$ cat src/rtl/hog_bus_responder.sv
// hog_bus_responder
//   Fabric-side responder for the HPS external-bus bridge. Decodes bridge
//   accesses into an 8-word register bank that controls the HOG core, and
//   turns core completion pulses into a maskable, registered level interrupt.
//
// Ports
//   clk, rst        rising-edge clock, synchronous active-high reset
//   addr            byte address; word index = addr[ADDR_WIDTH-1:2]
//   bus_enable      access request, held by the bridge until it sees ack
//   r_wbar          1 = read, 0 = write
//   write_data      write data
//   byte_enable     write byte lanes
//   read_data       read word, valid while ack=1, 0 otherwise
//   ack             one-cycle acknowledge
//   irq             level interrupt (irq_en & pending, registered)
//   core_done       one-cycle completion pulse from the HOG core
//   core_busy       HOG core busy level
//   ctrl_start      one-cycle start pulse to the core
//   ctrl_clear      one-cycle soft-clear pulse to the core
//
// Register map (word index)
//   0 CTRL     [0] start W1P, [1] irq_en RW, [2] clear W1P
//   1 STATUS   [0] core_busy, [1] done_sticky
//   2 IRQ      [0] pending, write-1-to-clear
//   3 DONE_CNT count of core_done pulses
//   4 SCRATCH  RW
//   5 VERSION  RO
//   6,7        reserved, read 0
module hog_bus_responder #(
  parameter int                   ADDR_WIDTH = 5,
  parameter int                   BUS_WIDTH  = 32,
  parameter int                   BUS_BYTES  = BUS_WIDTH / 8,
  parameter logic [BUS_WIDTH-1:0] VERSION    = 32'h484F_0001
) (
  input  logic                  clk,
  input  logic                  rst,
  input  logic [ADDR_WIDTH-1:0] addr,
  input  logic                  bus_enable,
  input  logic                  r_wbar,
  input  logic [BUS_WIDTH-1:0]  write_data,
  input  logic [BUS_BYTES-1:0]  byte_enable,
  output logic [BUS_WIDTH-1:0]  read_data,
  output logic                  ack,
  output logic                  irq,
  input  logic                  core_done,
  input  logic                  core_busy,
  output logic                  ctrl_start,
  output logic                  ctrl_clear
);

  localparam int IDX_W = ADDR_WIDTH - 2;

  localparam logic [IDX_W-1:0] IDX_CTRL     = IDX_W'(0);
  localparam logic [IDX_W-1:0] IDX_STATUS   = IDX_W'(1);
  localparam logic [IDX_W-1:0] IDX_IRQ      = IDX_W'(2);
  localparam logic [IDX_W-1:0] IDX_DONE_CNT = IDX_W'(3);
  localparam logic [IDX_W-1:0] IDX_SCRATCH  = IDX_W'(4);
  localparam logic [IDX_W-1:0] IDX_VERSION  = IDX_W'(5);

  typedef enum logic [1:0] {
    IDLE,
    ACK,
    TURN
  } state_t;

  state_t state, state_nx;

  logic                 irq_en;
  logic                 pending;
  logic                 done_sticky;
  logic [BUS_WIDTH-1:0] done_cnt;
  logic [BUS_WIDTH-1:0] scratch;
  logic [BUS_WIDTH-1:0] rd_word;

  logic [IDX_W-1:0] word_idx;
  logic             access;
  logic             wr_ctrl;
  logic             wr_irq;
  logic             wr_scratch;
  logic             pending_clr;

  // Byte offset within the word is ignored: word-aligned access only.
  logic unused_addr_bits;
  assign unused_addr_bits = ^addr[1:0];

  // ---------------------------------------------------------------- FSM
  always_ff @(posedge clk) begin
    if (rst) state <= IDLE;
    else     state <= state_nx;
  end

  always_comb begin
    state_nx = state;
    case (state)
      IDLE:    if (bus_enable) state_nx = ACK;
      ACK:     state_nx = TURN;
      TURN:    state_nx = IDLE;   // bus_enable still driven by bridge; ignored
      default: state_nx = IDLE;
    endcase
  end

  always_comb begin
    ack = (state == ACK);
  end

  // ------------------------------------------------------------- decode
  // The access is performed on the same edge that first samples
  // bus_enable, so the bus inputs are consumed directly rather than through
  // a separate latch stage.
  assign word_idx    = addr[ADDR_WIDTH-1:2];
  assign access      = (state == IDLE) && bus_enable;
  assign wr_ctrl     = access && !r_wbar && (word_idx == IDX_CTRL) && byte_enable[0];
  assign wr_irq      = access && !r_wbar && (word_idx == IDX_IRQ) && byte_enable[0];
  assign wr_scratch  = access && !r_wbar && (word_idx == IDX_SCRATCH);
  assign pending_clr = wr_irq && write_data[0];

  always_comb begin
    rd_word = '0;
    case (word_idx)
      IDX_CTRL:     rd_word[1] = irq_en;
      IDX_STATUS: begin
        rd_word[0] = core_busy;
        rd_word[1] = done_sticky;
      end
      IDX_IRQ:      rd_word[0] = pending;
      IDX_DONE_CNT: rd_word = done_cnt;
      IDX_SCRATCH:  rd_word = scratch;
      IDX_VERSION:  rd_word = VERSION;
      default:      rd_word = '0;
    endcase
  end

  // ----------------------------------------------------------- datapath
  always_ff @(posedge clk) begin
    if (rst) begin
      read_data   <= '0;
      ctrl_start  <= 1'b0;
      ctrl_clear  <= 1'b0;
      irq_en      <= 1'b0;
      pending     <= 1'b0;
      done_sticky <= 1'b0;
      done_cnt    <= '0;
      scratch     <= '0;
      irq         <= 1'b0;
    end else begin
      // read_data is only non-zero during the ACK cycle.
      read_data  <= (access && r_wbar) ? rd_word : '0;
      ctrl_start <= wr_ctrl && write_data[0];
      ctrl_clear <= wr_ctrl && write_data[2];

      if (wr_ctrl) irq_en <= write_data[1];

      // A completion pulse always wins over a same-edge W1C.
      pending <= core_done || (pending && !pending_clr);

      // A completion coinciding with the clear pulse is kept, not dropped.
      if (ctrl_clear) begin
        done_sticky <= core_done;
        done_cnt    <= core_done ? BUS_WIDTH'(1) : '0;
      end else if (core_done) begin
        done_sticky <= 1'b1;
        done_cnt    <= done_cnt + BUS_WIDTH'(1);
      end

      for (int unsigned i = 0; i < BUS_BYTES; i++) begin
        if (wr_scratch && byte_enable[i]) scratch[8*i +: 8] <= write_data[8*i +: 8];
      end

      irq <= irq_en && pending;
    end
  end

endmodule

$ cat config.mk
export PLATFORM = sky130hd
export DESIGN_NAME = hog_bus_responder
export DESIGN_NICKNAME = d
export VERILOG_FILES = /design/src/rtl/hog_bus_responder.sv
export SDC_FILE = /design/constraint.sdc
export NUM_CORES = 1
export LEC_CHECK = 0
export CORE_UTILIZATION = 30
export DETAILED_ROUTE_END_ITERATION = 6
export PLACE_DENSITY = 0.5
export REMOVE_ABC_BUFFERS = 1
export SYNTH_ARGS = -nofsm -noshare
export SYNTH_HDL_FRONTEND = slang
export SYNTH_SLANG_ARGS = --single-unit
$ cat constraint.sdc
create_clock -name clk -period 3.6 [get_ports clk]
set_input_delay 0.36 -clock clk [delete_from_list [all_inputs] [get_ports clk]]
set_output_delay 0.36 -clock clk [all_outputs]
set_load 0.03 [all_outputs]
# == Word level (Yosys, flattened, before mapping) ==
# Cells that the tools add are included.
# Widths: inputs -> output; s select.
# word_totals
romBits,0
memories,0
latchBits,0
input_bits,47
out_inout_bits,36
ram_bits,0
regBits,104
# classes
div_mod_pow,0
n_reduce_logical,24
n_eq_ne,7
bitwise,1
order_cmp,0
shifts,0
n_addsub,1
n_mul,0
n_mux,10
# op_table
operator,count
$pmux 30 s3,1
$mux 32,2
$add 32x1->32 const B,1
$logic_and 1x1->1,17
$eq 3x2->1 const B,2
$eq 3x3->1 const B,2
$pmux 1 s5,1
$pmux 1 s4,1
$pmux 2 s2,1
$eq 3x1->1 const B,1
$logic_not 3->1,1
$mux 1,3
$eq 2x1->1 const B,1
$logic_not 1->1,2
$logic_not 2->1,1
$mux 2,1
$ne 2x2->1 const B,1
$reduce_bool 2->1,1
$reduce_or 2->1,1
$logic_or 1x1->1,1
$not 1->1,1

# == Logic depth before layout (Yosys ltp) ==
# Gate-level depths: netlist of run 1.
# logic_depth
ltp_word,9
mapped_depth,7
depth_no_buf,5

# == Least setup slack after synthesis of run 1 ==
# OpenSTA, ideal clock, no wires.
# synth_timing
kind,flip-flop to flip-flop
from,reg ctrl_clear
to,reg done_cnt[28]
required_ps,3530
path_stages_with_launch,6
t_arrival_ps,2021
synth_period_minus_slack_ps,2092
slack_ps,1508
cell_sequence,dfxtp_1 -> o2111ai_2 -> or4_1 -> buf_2 -> or4_1 -> a21oi_1
# synth_via
elab_chain_len,1
word_cells_on_any_way,2
cone_classes,mux (1); reduce/logical (1)
# synth_lines
element,line,text
start: declaration,48,output logic ctrl_clear
start signal: assignment,149,ctrl_clear <= wr_ctrl && write_data[2];
$mux 32 or $reduce_bool 2->1 (tied branches),-,
end signal: assignment,159,done_cnt <= core_done ? BUS_WIDTH'(1) : '0;
end signal: assignment,162,done_cnt <= done_cnt + BUS_WIDTH'(1);
end: declaration,71,logic [BUS_WIDTH-1:0] done_cnt;
# Several ways; a longest one is shown, not always the timed one.
# A chain may end at the register's enable or synchronous reset.

# == Final worst setup path of run 1 ==
# layout_timing
from,in addr[4]
to,reg scratch[0]
# layout_via
elab_chain_len,3
# layout_lines
element,line,text
start: declaration,37,"input logic [ADDR_WIDTH-1:0] addr,"
$eq 3x3->1,114,assign wr_scratch = access && !r_wbar && (word_idx == IDX_SCRATCH);
$logic_and 1x1->1,114,
$logic_and 1x1->1,166,if (wr_scratch && byte_enable[i]) scratch[8*i +: 8] <= write_data[8*i +: 8];
end signal: indexed assignment,166,
end: declaration,72,logic [BUS_WIDTH-1:0] scratch;
# Every way passes these cells.

==> results.json, run 1 <==
{
  "outcome": "complete, no violations",
  "path_class": "input pin to flop",
  "die-area_um2": 14400,
  "grt_pass1_vias": 3387,
  "hold_buffers": 0,
  "syn_area_um2": 4170,
  "rr_startpoint": "done_cnt[0]",
  "ant_nets": 0,
  "grt_start_max_net_pins": 42,
  "syn_inst": 450,
  "fin_ws_ns": 1.26,
  "setup_viol": 0,
  "dp.cells": 688,
  "ios": 83,
  "slew_viol_final": 0,
  "layout_common_cells": "104 x dfxtp_1, 81 x nor2_1, 80 x clkdlybuf4s50_1, 35 x mux2i_1, 30 x a22oi_1",
  "period_minus_slack_ns": 2.34,
  "combinationalPowerShare_pct": 5.9,
  "setup.worst_path.start_class": "input pin",
  "clk_pin_slew_worst_paths_ns": 0.07,
  "period_share_pct": 65.1,
  "synth-seq-area-share_pct": 50.0,
  "ys_warn_count": 0,
  "clock_path_buffers": 2,
  "post-dp-hpwl_um": 7380,
  "min-delay-path-class": "flop to flop",
  "wl_um": 10700,
  "p_seq_share_pct": 49.8,
  "post_cts_buffers": 0,
  "maxCapViolCount": 0,
  "tritoncts": "done",
  "critPathMaxFanout": 16,
  "instances_no_fill": 702,
  "clockPowerShare_pct": 44.3,
  "cts_resized": 0,
  "p_leak_uw": 0.00205,
  "avgSynthCellArea_um2": 9.26,
  "worst_setup_path_end_kind": "flop",
  "numPortBuffers": 80,
  "worst_clock_skew_ns": 0.00774,
  "num_antenna_cells": 0,
  "start_util_pct": 31.1,
  "r2r_slack_ns": 1.35,
  "route.vias.total": 3498,
  "min_from": "irq_en",
  "dieHeight_um": 120,
  "min_to": "irq",
  "ys.flop_type": "dfxtp_1",
  "cts.sinks": 104,
  "wl_per_cell_um": 15.2,
  "seq_area_um2": 2080,
  "required_ns": 3.82,
  "cts_root_buffer": "clkbuf_16",
  "stdcell_area_um2": 5470,
  "dpl_cell_area_um2": 5160,
  "drive_above_1_share_pct": 6.27,
  "first_pass_iters": 4,
  "p_switching_uw": 491,
  "grt_remaining_overflow": 0,
  "nNetsFinal": 572,
  "synth_seq_cells": 104,
  "grt_use_total_pct": 15.8,
  "antenna_found_initial": 0,
  "area_delta_synth_final_pct": 31.4,
  "multi_input_area_um2": 1940,
  "fmax_mhz": 426,
  "clk_latency_ns": 0.35,
  "rsz0062_at_grt": "false",
  "synth-edff-count": 0,
  "hold_viol_final": 0,
  "async_flop_share_pct": 0,
  "row_count": 42,
  "max_slew_margin_pct": 58.6,
  "rr_worst_depth": 5,
  "core_um2": 13400,
  "holdPathStages": 2,
  "cellPowerDensity_nw_per_um2": 427,
  "reg2reg_to": "done_cnt[28]",
  "dpl_worst_slack_ns": 0.852,
  "hold_slack_ns": 0.452,
  "critical_path_arrival_ns": 2.57,
  "die_w_um": 120,
  "place_congestion": 0.788,
  "route.detailed.drc": 0,
  "cts.htree.levels": 3,
  "peakVddDrop_v": 0.000204,
  "synth.distinct_cells": 40,
  "swShare_pct": 21.0,
  "final_common_cell": "dfxtp_1",
  "drtIter0Drc": 228,
  "cts_made_buffers": 9,
  "viasPerCell": 4.98,
  "final.setup.tns_ns": 0,
  "nFillCells": 1334,
  "grt_pass1_wl_um": 17500,
  "tightest_slew_ns": 0.615,
  "p_int_uw": 1850
}
## cells in the mapped netlist, drive strengths merged, types with 2 or more instances
master	number	area [µm²]
nand4	9	56.3
inv	8	30.0
a31oi	3	18.8
a21o	8	60.1
a22oi	30	225
nand3	12	60.1
nand2	20	75.1
ha	2	25.0
nor2	81	304
nor2b	6	37.5
xnor2	7	61.3
o31ai	16	120
nor3b	3	22.5
a21oi	23	115
or3	5	31.3
nor3	4	20.0
or2	3	18.8
dfxtp	104	2080
mux2i	35	350
clkbuf	24	90.1
a41o	2	20.0
buf	6	32.5
and4	2	17.5
or4	20	154
nor4b	2	23.8
o21ai	4	20.0
xor2	3	26.3
## area by class of cell
class                      count  area share (%)
tap                          176            4.02
inverter                       8           0.549
clock inverter                 4            1.28
multi-input combinational    308            35.4
clock buffer                  10            4.37
timing repair buffer          92            16.3
sequential                   104            38.1
## kinds of logic after synthesis
logic type	synth area share, %
buffers and inverters	3.66
flip-flops	50.0
adder cells (fa/ha/maj)	0.601
AO/OA/AOI/OAI	15.0
XOR/XNOR	2.10
multiplexers	8.41
AND/OR/NAND/NOR	20.2
## registers in the layout, indices dropped and copies added (netlist names)
register / cells
ctrl_clear: 1
ctrl_start: 1
done_cnt: 32
done_sticky: 1
irq: 1
irq_en: 1
pending: 1
read_data: 32
scratch: 32
state: 2
## layer usage
layer / wire, µm / track usage, % / share of wire [%] / vias up
met5: 0 / 0 / 0 / -
met4: 216 / 7.03 / 2.0 / 0
met3: 476 / 3.09 / 4.5 / 13
met2: 4920 / 25.0 / 46 / 91
met1: 5050 / 20.8 / 47 / 1639
li1: - / - / - / 1755
## how the worst max path moves through the flow
stage          slack (ns)  startpoint          to  cells after the start
3_5_place_dp         0.85     addr[4]  scratch[6]                      6
2_1_floorplan        0.52     addr[2]  scratch[0]                      4
4_1_cts              1.21     addr[4]  scratch[6]                      6
3_3_place_gp         0.88     addr[4]  scratch[7]                      6
5_1_grt              1.06     addr[4]  scratch[1]                      6
6_report             1.26     addr[4]  scratch[0]                      6
## power by group through the flow
stage          Sequential (µW)  Combinational (µW)  Clock [µW]
2_1_floorplan             1190                44.7           0
3_3_place_gp              1190                 138           0
3_5_place_dp              1190                 140           0
4_1_cts                   1160                 141        1060
5_1_grt                   1170                 150        1110
6_report                  1160                 138        1040
## stage by stage
| step | util (%) | total power, µW |
|---|---|---|
| after floorplan | - | 1240 |
| after global placement | 38.5 | 1330 |
| after detailed placement | 38.5 | 1330 |
| after CTS | 40.8 | 2370 |
| after global routing | 40.8 | 2430 |
| final | 40.8 | 2340 |
## worst max-delay path: stages
cell and delay (ns):
clkdlybuf4s50_1 0.63, nor3b_2 0.45, buf_4 0.31, nand3_1 0.44, mux2i_1 0.31, nor2_1 0.05
Power figures use the tool's default switching activity.
==> run 2: changes to the inputs <==
==> constraint.sdc (replaced) <==
create_clock -name clk -period 2.4 [get_ports clk]
set_input_delay 0.24 -clock clk [delete_from_list [all_inputs] [get_ports clk]]
set_output_delay 0.24 -clock clk [all_outputs]
set_load 0.03 [all_outputs]
==> results.json, run 2 (synthesized netlist as in run 1, its figures left out) <==
{
  "clock_path_buffers": 2,
  "die-area_um2": 14400,
  "path_class": "flop to flop",
  "reg2reg_to": "done_cnt[30]",
  "path_common_cell": "or4_1",
  "route.vias.total": 3574,
  "rr_worst_depth": 5,
  "num_antenna_cells": 0,
  "grt_start_max_net_pins": 25,
  "fin_ws_ns": 0.256,
  "post-dp-hpwl_um": 7740,
  "cts_root_buffer": "clkbuf_16",
  "period_minus_slack_ns": 2.14,
  "core_um2": 13400,
  "p_seq_share_pct": 47.4,
  "reg_top3": "done_cnt x32, read_data x32, scratch x32",
  "cp.depth": 5,
  "place_congestion": 0.810,
  "startpoint": "done_cnt[1]",
  "slowest_delay_ns": 0.67,
  "cts.htree.levels": 3,
  "die_w_um": 120,
  "cp_top_family": "simple AND/OR/NAND/NOR gates",
  "max_slew_margin_pct": 64.9,
  "hold_viol_final": 0,
  "outcome": "complete, no violations",
  "r2r_slack_ns": 0.26,
  "slowest_stage": "or4_1",
  "setup_viol": 0,
  "p_int_uw": 2920,
  "final.setup.tns_ns": 0,
  "p_switching_uw": 763,
  "combinationalPowerShare_pct": 5.7,
  "row_count": 42,
  "maxCapViolCount": 0,
  "rsz0062_at_grt": "false",
  "swShare_pct": 20.7,
  "first_pass_iters": 4,
  "clk_pin_slew_worst_paths_ns": 0.07,
  "numPortBuffers": 80,
  "hold_slack_ns": 0.448,
  "worst_clock_skew_ns": 0.00664,
  "cts_made_buffers": 9,
  "grt_use_total_pct": 15.7,
  "cts.sinks": 104,
  "nNetsFinal": 586,
  "critical_path.cell_chain": "ha_1 -> o2111ai_2 -> or4_1 -> or4_1 -> a21oi_1",
  "critPathMaxFanout": 8,
  "clockPowerShare_pct": 46.9,
  "post_cts_buffers": 0,
  "drive_above_1_share_pct": 9.04,
  "rr_startpoint": "done_cnt[1]",
  "nFillCells": 1347,
  "instances_no_fill": 718,
  "start_util_pct": 31.1,
  "cellPowerDensity_nw_per_um2": 656,
  "route.detailed.drc": 0,
  "wl_um": 10700,
  "dp.cells": 702,
  "fmax_mhz": 466,
  "hold_buffers": 0,
  "critical_path_buf_inv_count": 0,
  "area_delta_synth_final_pct": 35.0,
  "drtIter0Drc": 231,
  "viasPerCell": 4.98,
  "grt_remaining_overflow": 0,
  "dpl_worst_slack_ns": 0.00381,
  "critical_path_arrival_ns": 2.43,
  "antenna_found_initial": 0,
  "layout_common_cells": "104 x dfxtp_1, 81 x nor2_1, 80 x clkdlybuf4s50_1, 35 x mux2i_1, 30 x a22oi_1",
  "tritoncts": "done",
  "grt_pass1_vias": 3495,
  "period_share_pct": 89.3,
  "required_ns": 2.68,
  "clk_latency_ns": 0.36,
  "setup.worst_path.start_class": "flop",
  "cts_resized": 0,
  "tightest_slew_ns": 0.525,
  "peakVddDrop_v": 0.000354,
  "ios": 83,
  "grt_pass1_wl_um": 17500,
  "min-delay-path-class": "flop to flop",
  "endpoint": "done_cnt[30]",
  "p_leak_uw": 0.00213,
  "slew_viol_final": 0,
  "dieHeight_um": 120,
  "postLayoutCoreUtil_pct": 42.0,
  "worst_setup_path_end_kind": "flop",
  "final_common_cell": "dfxtp_1",
  "ant_nets": 0,
  "wl_per_cell_um": 14.9
}
## run 2: cell types whose count changed in the layout (fill, tap and decap cells not counted), sizes merged
cell | before | now
clkinv | 2 | 1
buf | 12 | 26
clkbuf | 10 | 11
clkinvlp | 0 | 1
bufinv | 2 | 3
## run 2: worst min-delay path by stage
stage / startpoint / end / cells past startpoint
6_report: irq_en / irq / 2
3_5_place_dp: irq_en / irq / 2
5_1_grt: irq_en / irq / 2
2_1_floorplan: rst / irq / 1
3_3_place_gp: irq_en / irq / 2
4_1_cts: irq_en / irq / 2
## run 2: per-stage QoR
stage | area (µm²) | power [µW]
finish | 5620 | 3690
global route | 5620 | 3820
CTS | 5620 | 3730
detailed placement | 5270 | 2000
global placement | 5270 | 2000
floorplan | 4040 | 1850
## run 2: layer usage
layer / track usage (%) / vias up / share of wire (%)
li1: - / 1795 / -
met1: 20.8 / 1678 / 47
met2: 24.5 / 85 / 46
met3: 3.04 / 16 / 4.9
met4: 7.50 / 0 / 2.0
met5: 0 / - / 0
## run 2: power by group through the flow
stage	combinational [µW]	clock [µW]	sequential (µW)
2_1_floorplan	67.0	0	1790
3_5_place_dp	215	0	1790
3_3_place_gp	213	0	1790
6_report	212	1730	1750
4_1_cts	216	1770	1750
5_1_grt	231	1840	1750
## run 2: tightest hold or removal path: stages, from the launching register on
cell and delay [ns]:
dfxtp_1 0.32, nand2_1 0.06, nor2_1 0.03
## run 2: layout make-up
| cell class | instances | area, µm² | area share, % |
|---|---|---|---|
| clock inverter | 5 | 103 | 1.82 |
| tap | 176 | 220 | 3.92 |
| multi-input combinational | 308 | 1940 | 34.5 |
| clock buffer | 11 | 253 | 4.49 |
| sequential | 104 | 2080 | 37.0 |
| timing repair buffer | 106 | 996 | 17.7 |
| inverter | 8 | 30.0 | 0.534 |
